[src/rtl/imem_loader_pkg.sv]
// Shared constants for the instruction-memory boot loader: state encoding,
// word geometry and header width.
package imem_loader_pkg;

   localparam int DEFAULT_DATA_W = 32;
   localparam int BYTES_PER_WORD = DEFAULT_DATA_W / 8;
   localparam int HEADER_W       = 8;

   localparam int STATE_W = 3;
   localparam logic [STATE_W-1:0] ST_IDLE  = 3'd0;
   localparam logic [STATE_W-1:0] ST_RECV  = 3'd1;
   localparam logic [STATE_W-1:0] ST_WRITE = 3'd2;
   localparam logic [STATE_W-1:0] ST_CHECK = 3'd3;
   localparam logic [STATE_W-1:0] ST_DONE  = 3'd4;
   localparam logic [STATE_W-1:0] ST_ERR   = 3'd5;

endpackage

[src/rtl/imem_loader_if.sv]
// Byte-stream input and instruction-bank write port of the boot loader.
// master = stream source / bank side, slave = the loader itself.
interface imem_loader_if
   import imem_loader_pkg::*;
#(
   parameter int ADDR_W = 8,
   parameter int DATA_W = 32
) ();

   logic                in_valid;
   logic [HEADER_W-1:0] in_data;
   logic                in_ready;
   logic                mem_write;
   logic [ADDR_W-1:0]   mem_address;
   logic [DATA_W-1:0]   mem_writedata;

   modport master (
      output in_valid, in_data,
      input  in_ready, mem_write, mem_address, mem_writedata
   );

   modport slave (
      input  in_valid, in_data,
      output in_ready, mem_write, mem_address, mem_writedata
   );

endinterface

[src/rtl/imem_word_packer.sv]
// Assembles accepted bytes MSB-first into a word; word_valid flags the byte
// that completes it, with the full word presented combinationally on word.
module imem_word_packer #(
   parameter int DATA_W = 32
) (
   input  logic              clk,
   input  logic              rst,
   input  logic              clear,
   input  logic              byte_en,
   input  logic [7:0]        byte_in,
   output logic              word_valid,
   output logic [DATA_W-1:0] word
);

   localparam int BPW   = DATA_W / 8;
   localparam int CNT_W = (BPW > 1) ? $clog2(BPW) : 1;

   logic [CNT_W-1:0]  byte_cnt;
   logic [DATA_W-9:0] shift_q;

   assign word_valid = byte_en && (byte_cnt == CNT_W'(BPW - 1));
   assign word       = {shift_q, byte_in};

   // Only the low bytes need storing; the newest byte arrives on byte_in.
   always_ff @(posedge clk or posedge rst) begin
      if (rst) begin
         byte_cnt <= '0;
         shift_q  <= '0;
      end else if (clear) begin
         byte_cnt <= '0;
         shift_q  <= '0;
      end else if (byte_en) begin
         shift_q  <= word[DATA_W-9:0];
         byte_cnt <= word_valid ? '0 : byte_cnt + CNT_W'(1);
      end
   end

endmodule

[src/rtl/imem_loader.sv]
// Boot-time writer for the instruction bank; holds the core until loaded.
// Optional trailing XOR checksum byte when IMEM_LOADER_CHECKSUM_EN is defined.
module imem_loader
   import imem_loader_pkg::*;
#(
   parameter int ADDR_W = 8,
   parameter int DATA_W = 32
) (
   input  logic         clk,
   input  logic         rst,
   imem_loader_if.slave bus,
   input  logic         reload,
   output logic         cpu_hold,
   output logic         done,
   output logic         error
);

   logic [STATE_W-1:0] state;
   logic [ADDR_W-1:0]  word_idx;
   logic [ADDR_W:0]    words_written;
   logic [ADDR_W:0]    target;
   logic               mem_write_q;
   logic [ADDR_W-1:0]  mem_address_q;
   logic [DATA_W-1:0]  mem_writedata_q;

   logic              accept;
   logic              data_byte;
   logic              reload_ok;
   logic              word_valid;
   logic [DATA_W-1:0] word;

`ifdef IMEM_LOADER_CHECKSUM_EN
   logic [7:0] chk_xor;

   assign bus.in_ready = !rst && (state == ST_IDLE || state == ST_RECV || state == ST_CHECK);
   assign reload_ok    = reload && (state == ST_DONE || state == ST_ERR);
   assign error        = (state == ST_ERR);
`else
   assign bus.in_ready = !rst && (state == ST_IDLE || state == ST_RECV);
   assign reload_ok    = reload && (state == ST_DONE);
   assign error        = 1'b0;
`endif

   assign accept            = bus.in_valid && bus.in_ready;
   assign data_byte         = accept && (state == ST_RECV);
   assign cpu_hold          = (state != ST_DONE);
   assign done              = (state == ST_DONE);
   assign bus.mem_write     = mem_write_q;
   assign bus.mem_address   = mem_address_q;
   assign bus.mem_writedata = mem_writedata_q;

   imem_word_packer #(.DATA_W(DATA_W)) u_packer (
      .clk        (clk),
      .rst        (rst),
      .clear      (reload_ok),
      .byte_en    (data_byte),
      .byte_in    (bus.in_data),
      .word_valid (word_valid),
      .word       (word)
   );

   // Termination is by word count against the header (0 means a full bank),
   // so the address may wrap after the final write without side effects.
   always_ff @(posedge clk or posedge rst) begin
      if (rst) begin
         state           <= ST_IDLE;
         word_idx        <= '0;
         words_written   <= '0;
         target          <= '0;
         mem_write_q     <= 1'b0;
         mem_address_q   <= '0;
         mem_writedata_q <= '0;
      end else begin
         mem_write_q <= 1'b0;
         case (state)
            ST_IDLE: begin
               if (accept) begin
                  target <= (bus.in_data == '0) ? {1'b1, {ADDR_W{1'b0}}}
                                                : (ADDR_W+1)'(bus.in_data);
                  state  <= ST_RECV;
               end
            end
            ST_RECV: begin
               if (word_valid) begin
                  mem_write_q     <= 1'b1;
                  mem_address_q   <= word_idx;
                  mem_writedata_q <= word;
                  state           <= ST_WRITE;
               end
            end
            ST_WRITE: begin
               word_idx      <= word_idx + ADDR_W'(1);
               words_written <= words_written + (ADDR_W+1)'(1);
               if ((words_written + (ADDR_W+1)'(1)) == target) begin
`ifdef IMEM_LOADER_CHECKSUM_EN
                  state <= ST_CHECK;
`else
                  state <= ST_DONE;
`endif
               end else begin
                  state <= ST_RECV;
               end
            end
`ifdef IMEM_LOADER_CHECKSUM_EN
            ST_CHECK: begin
               if (accept) state <= (bus.in_data == chk_xor) ? ST_DONE : ST_ERR;
            end
            ST_ERR: begin
               if (reload_ok) begin
                  state         <= ST_IDLE;
                  word_idx      <= '0;
                  words_written <= '0;
               end
            end
`endif
            ST_DONE: begin
               if (reload_ok) begin
                  state         <= ST_IDLE;
                  word_idx      <= '0;
                  words_written <= '0;
               end
            end
            default: state <= ST_IDLE;
         endcase
      end
   end

`ifdef IMEM_LOADER_CHECKSUM_EN
   // Running XOR of data bytes only; header and checksum byte are excluded.
   always_ff @(posedge clk or posedge rst) begin
      if (rst)            chk_xor <= '0;
      else if (reload_ok) chk_xor <= '0;
      else if (data_byte) chk_xor <= chk_xor ^ bus.in_data;
   end
`endif

endmodule
[src/flat_wrapper.sv]
// flat-port wrapper written by rule: the top's interface ports become plain ports
module imem_loader_flat import imem_loader_pkg::*;
#(
   parameter int ADDR_W = 8,
   parameter int DATA_W = 32
)
  (clk, rst, reload, cpu_hold, done, error, bus_in_valid, bus_in_data, bus_in_ready, bus_mem_write, bus_mem_address, bus_mem_writedata);
  imem_loader_if #(.ADDR_W(ADDR_W), .DATA_W(DATA_W)) bus_i ();
  input  logic clk;
  input  logic rst;
  input  logic reload;
  output logic cpu_hold;
  output logic done;
  output logic error;
  input wire logic [$bits(bus_i.in_valid)-1:0] bus_in_valid;
  input wire logic [$bits(bus_i.in_data)-1:0] bus_in_data;
  output wire logic [$bits(bus_i.in_ready)-1:0] bus_in_ready;
  output wire logic [$bits(bus_i.mem_write)-1:0] bus_mem_write;
  output wire logic [$bits(bus_i.mem_address)-1:0] bus_mem_address;
  output wire logic [$bits(bus_i.mem_writedata)-1:0] bus_mem_writedata;
  assign bus_i.in_valid = bus_in_valid;
  assign bus_i.in_data = bus_in_data;
  assign bus_in_ready = bus_i.in_ready;
  assign bus_mem_write = bus_i.mem_write;
  assign bus_mem_address = bus_i.mem_address;
  assign bus_mem_writedata = bus_i.mem_writedata;
  imem_loader #(.ADDR_W(ADDR_W), .DATA_W(DATA_W)) u_core (.clk(clk), .rst(rst), .bus(bus_i), .reload(reload), .cpu_hold(cpu_hold), .done(done), .error(error));
endmodule
[config.mk]
export PLATFORM = sky130hd
export DESIGN_NAME = imem_loader_flat
export DESIGN_NICKNAME = d
export VERILOG_FILES = /design/src/rtl/imem_loader_pkg.sv /design/src/rtl/imem_loader_if.sv /design/src/rtl/imem_word_packer.sv /design/src/rtl/imem_loader.sv /design/src/flat_wrapper.sv
export SDC_FILE = /design/constraint.sdc
export NUM_CORES = 1
export LEC_CHECK = 0
export CAP_MARGIN = 10
export CELL_PAD_IN_SITES_DETAIL_PLACEMENT = 0
export CELL_PAD_IN_SITES_GLOBAL_PLACEMENT = 1
export CORE_MARGIN = 4
export CORE_UTILIZATION = 44
export DETAILED_ROUTE_END_ITERATION = 12
export PLACE_DENSITY = 0.77
export SLEW_MARGIN = 5
export SYNTH_ARGS = -nofsm -noshare
export SYNTH_HDL_FRONTEND = slang
export SYNTH_SLANG_ARGS = --single-unit
[constraint.sdc]
create_clock -name clk -period 3.95 [get_ports clk]
set_clock_uncertainty 0.2 [all_clocks]
set_input_delay 0.79 -clock clk [delete_from_list [all_inputs] [get_ports clk]]
set_output_delay 0.79 -clock clk [all_outputs]
set_load 0.01 [all_outputs]
==> impl_metrics.env, run 1 <==
export IMPL_netlist_area_sq_mm=0.00400
export IMPL_cts_sinks=96
export IMPL_p_per_area_mw_per_mm2=762
export IMPL_drtIter0Drc=140
export IMPL_drc=0
export IMPL_async_reset_ff_share_pct=100
export IMPL_wl_per_cell_um=16.4
export IMPL_switchingPower_mw=1.22
export IMPL_rows=34
export IMPL_overflow=0
export IMPL_cp_end_kind="primary output"
export IMPL_grt_start_max_net_pins=53
export IMPL_synth_top_flop_cell="dfrtp_1"
export IMPL_place_area_sq_mm=0.00466
export IMPL_utilization_pct=55.5
export IMPL_fp_dieArea_sq_mm=0.0107
export IMPL_dr_total_vias=2569
export IMPL_fmax_mhz=339
export IMPL_final_hold_violation_count=0
export IMPL_final_period_utilization_pct=74.7
export IMPL_ctsHoldBuffers=0
export IMPL_grt_pass1_wl_mm=13.0
export IMPL_worst_ep_required_time_ns=2.96
export IMPL_avgSynthCellArea_sq_um=13.0
export IMPL_vias_per_cell=5.39
export IMPL_status="complete, no violations"
export IMPL_finalMaxSlewViolations=0
export IMPL_intPower_mw=2.48
export IMPL_pwr_share_comb_pct=35.5
export IMPL_firstDrtPassIters=4
export IMPL_dp_hpwl_mm=5.22
export IMPL_final_cells=477
export IMPL_fin_tns_setup_ns=0
export IMPL_area_delta_synth_final_pct=21.8
export IMPL_gp_congestion=0.726
export IMPL_die_x_um=103
export IMPL_clockPowerShare_pct=17.6
export IMPL_insertion_delay_ns=0.36
export IMPL_hold_depth=1
export IMPL_track_usage_pct=15.8
export IMPL_critPathKind="in2out"
export IMPL_antenna_found_initial=0
export IMPL_worst_slew_pin_slew_ns=0.645
export IMPL_ys_warn_count=0
export IMPL_clk_transition_reported_paths_ns=0.09
export IMPL_hp_class="reg2reg"
export IMPL_pre_cts_ws_ns=0.987
export IMPL_startpoint_type="primary input"
export IMPL_fin_area_sq_mm=0.00487
export IMPL_rsz0062_at_grt="false"
export IMPL_cp_max_fo=2
export IMPL_arrival_ns=1.96
export IMPL_antenna_left=0
export IMPL_cts_resized=0
export IMPL_post_cts_buffers=0
export IMPL_numCtsBuffers=9
export IMPL_final_layout_size_suffix_gt1_share_pct=13.0
export IMPL_start_util_pct=45.6
export IMPL_ys_ff_latch=96
export IMPL_grt_pass1_vias=2526
export IMPL_cts_root_buf="clkbuf_8"
export IMPL_drv_cap=0
export IMPL_ys_seq_area_share_pct=60.1
export IMPL_synth_edff_count=0
export IMPL_setup_viol=0
export IMPL_clockBufferDepth=2
export IMPL_top_level_ports=57
export IMPL_timing_final_crit_period_ns=2.95
export IMPL_final_setup_worst_slack_ns=0.998
export IMPL_htreeDepth=3
export IMPL_yosysUniqueCellTypes=40
export IMPL_core_area_sq_mm=0.00876
export IMPL_n_fill_cell=766
export IMPL_p_total_mw=3.71
export IMPL_p_seq_share_pct=46.8
export IMPL_ir_drop_uv=345
export IMPL_n_antenna_cell=0
export IMPL_swShare_pct=33.0
export IMPL_slew_headroom_pct=57.0
export IMPL_finalNetCount=379
export IMPL_place_port_buffers=55
export IMPL_syn_nets=323
export IMPL_r2r_cells=6
export IMPL_cts_tree="built"
export IMPL_dp_cells=461
export IMPL_wl_mm=7.81
export IMPL_power_leakage_nw=2.15
export IMPL_syn_inst=308
export IMPL_fp_dieH_um=103
export IMPL_hold_slack_ns=0.296
registers in the layout, summed over array words and instances, names as in the netlist:
signal and cells:
u_core.bus.mem_writedata 32, u_core.word_idx 8, u_core.bus.mem_write 1, u_core.words_written 9, u_core.u_packer.byte_cnt 2, u_core.u_packer.shift_q 24, u_core.bus.mem_address 8, u_core.target 9
u_core.state 3
power groups by stage:
stage | logic (mW) | registers (mW) | clock network (mW)
final | 1.32 | 1.74 | 0.653
after global routing | 1.46 | 1.80 | 0.718
after CTS | 1.34 | 1.74 | 0.670
after detailed placement | 1.33 | 1.76 | 0
after global placement | 1.30 | 1.75 | 0
after floorplan | 0.784 | 1.72 | 0
cells in the mapped netlist (all sizes together) (2+ instances only):
cell type	instances	area [sq um]
nor3b	2	15.0
clkbuf	9	33.8
a22o	25	219
a21oi	3	15.0
ha	3	37.5
nand2	18	70.1
nor4bb	2	20.0
and3	3	18.8
nor4	2	12.5
nor2	18	67.6
inv	5	18.8
a31oi	2	12.5
o21ai	15	75.1
o31ai	2	15.0
mux2	48	541
dfrtp	96	2400
nand3	4	20.0
xnor2	12	105
buf	8	42.5
xor2	7	61.3
a31o	2	17.5
nand3b	3	22.5
nand4	6	37.5
layout by cell type (no fill, tap or decap), types with 2 or more instances in the layout:
| cell | instances |
|---|---|
| nand4_1 | 6 |
| buf_4 | 7 |
| xnor2_1 | 12 |
| o21ai_0 | 15 |
| nand3b_1 | 3 |
| ha_1 | 3 |
| mux2_1 | 29 |
| nor4bb_1 | 2 |
| mux2_2 | 19 |
| dfrtp_1 | 96 |
| nand2_1 | 17 |
| nor2_1 | 18 |
| inv_1 | 3 |
| a31o_2 | 2 |
| clkdlybuf4s50_1 | 55 |
| a31oi_1 | 2 |
| and3_1 | 3 |
| nor4_1 | 2 |
| o31ai_1 | 2 |
| xor2_1 | 7 |
| nor3b_1 | 2 |
| a21oi_1 | 3 |
| clkinvlp_4 | 2 |
| a22o_1 | 25 |
| nand3_1 | 4 |
| clkbuf_8 | 10 |
| clkinv_4 | 2 |
path summary, 6_finish.rpt:
path | from | end | slack [ns]
max | rst | bus_in_ready | 1.0
min | u_core.bus.mem_writedata[28] | u_core.bus.mem_writedata[28] | 0.30
max reg2reg | u_core.words_written[0] | u_core.state[2] | 1.87
min reg2reg | u_core.bus.mem_writedata[28] | u_core.bus.mem_writedata[28] | 0.30
max in group asynchronous | rst | u_core.target[0] | 1.69
min in group asynchronous | rst | u_core.state[0] | 0.79
critical path, cell delays in order:
cell and delay [ns]:
clkdlybuf4s50_1 0.46, nor3_1 0.15, clkdlybuf4s50_1 0.56
cell type report:
cell class	count	area, sq um	share of cell area [%]
Timing Repair Buffer	62	603	12.4
Clock inverter	5	63.8	1.31
Multi-Input combinational cell	190	1500	30.8
Tap cell	108	135	2.78
Clock buffer	11	141	2.90
Inverter	5	22.5	0.463
Sequential cell	96	2400	49.4
routing by layer:
| layer | global-route usage, % | vias up | wire length, um |
|---|---|---|---|
| li1 | - | 1216 | - |
| met5 | 0 | - | 0 |
| met4 | 4.78 | 0 | 105 |
| met2 | 22.9 | 41 | 3590 |
| met1 | 23.8 | 1303 | 3830 |
| met3 | 3.62 | 9 | 285 |
cells by family after synthesis:
kind of cell,count (synthesis),share of synthesized area (%)
AO/OA/AOI/OAI,53,9.77
XOR/XNOR,19,4.16
adder cells (fa/ha/maj),3,0.939
buffers and inverters,22,2.38
flip-flops,96,60.1
multiplexers,49,13.8
other,1,0.0938
AND/OR/NAND/NOR,65,8.77
No activity file was read; power rests on OpenSTA's default activity.
==> inputs of run 2 (changes only) <==
--- a/config.mk
+++ b/config.mk
@@ -9,9 +9,9 @@
 export CELL_PAD_IN_SITES_DETAIL_PLACEMENT = 0
 export CELL_PAD_IN_SITES_GLOBAL_PLACEMENT = 1
 export CORE_MARGIN = 4
-export CORE_UTILIZATION = 44
+export CORE_UTILIZATION = 40
 export DETAILED_ROUTE_END_ITERATION = 12
-export PLACE_DENSITY = 0.77
+export PLACE_DENSITY = 0.74
 export SLEW_MARGIN = 5
 export SYNTH_ARGS = -nofsm -noshare
 export SYNTH_HDL_FRONTEND = slang
==> constraint.sdc (replaced) <==
create_clock -name clk -period 2.6 [get_ports clk]
set_clock_uncertainty 0.2 [all_clocks]
set_input_delay 0.52 -clock clk [delete_from_list [all_inputs] [get_ports clk]]
set_output_delay 0.52 -clock clk [all_outputs]
set_load 0.01 [all_outputs]
==> impl_metrics.env, run 2 (synthesized netlist as in run 1, its figures left out) <==
export IMPL_status="complete, no violations"
export IMPL_hold_depth=1
export IMPL_hp_class="reg2reg"
export IMPL_clk_transition_reported_paths_ns=0.10
export IMPL_fp_dieH_um=108
export IMPL_switchingPower_mw=1.95
export IMPL_numCtsBuffers=9
export IMPL_clockBufferDepth=2
export IMPL_place_port_buffers=55
export IMPL_drv_cap=0
export IMPL_insertion_delay_ns=0.36
export IMPL_critPathMaxStageDelay_ns=0.57
export IMPL_mostFrequentLayoutCell="dfrtp_1"
export IMPL_top_level_ports=57
export IMPL_slew_headroom_pct=33.4
export IMPL_area_delta_synth_final_pct=27.0
export IMPL_vias_per_cell=5.12
export IMPL_hold_slack_ns=0.309
export IMPL_pwr_share_comb_pct=38.5
export IMPL_track_usage_pct=15.2
export IMPL_antenna_found_initial=0
export IMPL_worst_slew_pin_slew_ns=0.998
export IMPL_ir_drop_uv=436
export IMPL_ctsHoldBuffers=0
export IMPL_p_per_area_mw_per_mm2=1150
export IMPL_fp_dieArea_sq_mm=0.0117
export IMPL_firstDrtPassIters=4
export IMPL_cts_root_buf="clkbuf_8"
export IMPL_final_period_utilization_pct=93.9
export IMPL_intPower_mw=3.88
export IMPL_die_x_um=108
export IMPL_setup_viol=0
export IMPL_rsz0062_at_grt="false"
export IMPL_fin_tns_setup_ns=0
export IMPL_final_hold_violation_count=0
export IMPL_final_setup_worst_slack_ns=0.159
export IMPL_largest_reg_flops=32
export IMPL_hp_start="u_core.words_written[8]"
export IMPL_grt_pass1_wl_mm=14.0
export IMPL_mostFrequentLayoutCells="dfrtp_1, clkdlybuf4s50_1, mux2_4"
export IMPL_n_antenna_cell=0
export IMPL_worst_ep_required_time_ns=1.88
export IMPL_slowest_stage="clkdlybuf4s50_1"
export IMPL_wl_per_cell_um=15.9
export IMPL_dp_hpwl_mm=5.39
export IMPL_rows=36
export IMPL_cts_sinks=96
export IMPL_start_util_pct=41.1
export IMPL_htreeDepth=3
export IMPL_p_seq_share_pct=45.6
export IMPL_r2r_slack_ns=0.49
export IMPL_critPathTopFamily="buffers and inverters"
export IMPL_cp_end_kind="primary output"
export IMPL_core_area_sq_mm=0.00973
export IMPL_hold_end="u_core.words_written[8]"
export IMPL_wl_mm=8.07
export IMPL_swShare_pct=33.4
export IMPL_startpoint_type="primary input"
export IMPL_drc=0
export IMPL_fmax_mhz=410
export IMPL_antenna_left=0
export IMPL_crit_top_cell="clkdlybuf4s50_1"
export IMPL_power_leakage_nw=2.34
export IMPL_rr_endpoint="u_core.u_packer.shift_q[13]"
export IMPL_final_layout_size_suffix_gt1_share_pct=22.8
export IMPL_dp_cells=490
export IMPL_drtIter0Drc=86
export IMPL_finalMaxSlewViolations=0
export IMPL_gp_congestion=0.740
export IMPL_final_cells=506
export IMPL_pre_cts_ws_ns=-0.0910
export IMPL_finalNetCount=383
export IMPL_cts_tree="built"
export IMPL_dr_total_vias=2591
export IMPL_cp_max_fo=2
export IMPL_arrival_ns=1.72
export IMPL_critPathKind="in2out"
export IMPL_overflow=0
export IMPL_clockPowerShare_pct=16.0
export IMPL_worstPathCellList="clkdlybuf4s50_1 > nor3_1 > clkdlybuf4s50_1"
export IMPL_r2r_cells=4
export IMPL_grt_pass1_vias=2732
export IMPL_cp_num_buf_inv=2
export IMPL_timing_rr_start="u_core.state[2]"
export IMPL_grt_start_max_net_pins=65
export IMPL_timing_final_crit_period_ns=2.44
run 2: cell types whose count changed in the layout (fill, tap and decap cells not counted), sizes merged:
| cell | before | now |
|---|---|---|
| clkbuf | 11 | 9 |
| buf | 7 | 11 |
| bufinv | 1 | 0 |
| clkinv | 2 | 3 |
| inv | 5 | 7 |
run 2: worst max-delay path by stage:
stage,from,end,slack (ns),depth (start not counted)
floorplan,rst,u_core.u_packer.shift_q[2],-0.79,6
global placement,rst,u_core.u_packer.shift_q[11],-0.02,6
detailed placement,rst,u_core.u_packer.shift_q[8],-0.09,6
CTS,u_core.state[1],done,0.1,4
global route,u_core.state[0],done,0.03,4
finish,rst,bus_in_ready,0.16,3
run 2: what timing repair did:
| item | CTS | global route |
|---|---|---|
| buffers inserted | 0 | 0 |
| resized for setup | 0 | 1 |
| endpoints found under the setup margin | 0 | 1 |
run 2: power groups by stage:
stage | registers [mW] | clock network (mW) | logic (mW)
final | 2.65 | 0.932 | 2.24
after global routing | 2.76 | 1.03 | 2.46
after CTS | 2.66 | 0.972 | 2.27
after detailed placement | 2.68 | 0 | 2.26
after global placement | 2.68 | 0 | 2.21
after floorplan | 2.64 | 0 | 1.42
run 2: final cells by class:
class                   instances  area [sq um]
fillers                       875          4650
flip-flops and latches         96          2400
multi-input cells             190          1650
repair buffers                 66           646
well taps                     133           166
clock buffers                   9           124
clock inverters                 7          65.1
inverters                       5          25.0
run 2: through the flow:
stage                     cell area [sq um]  power, mW  utilization, %
final                                  5070       5.83            52.2
after global routing                   5070       6.25            52.2
after CTS                              5070       5.90            52.1
after detailed placement               4880       4.94            50.2
after global placement                 4880       4.89            50.2
after floorplan                        4190       4.06               -
run 2: layer usage:
layer,vias up,share of wire [%],global-route usage (%)
met5,-,0,0
met4,0,1.1,4.87
met3,6,3.9,3.70
met2,55,45,22.5
met1,1308,50,22.0
li1,1222,-,-
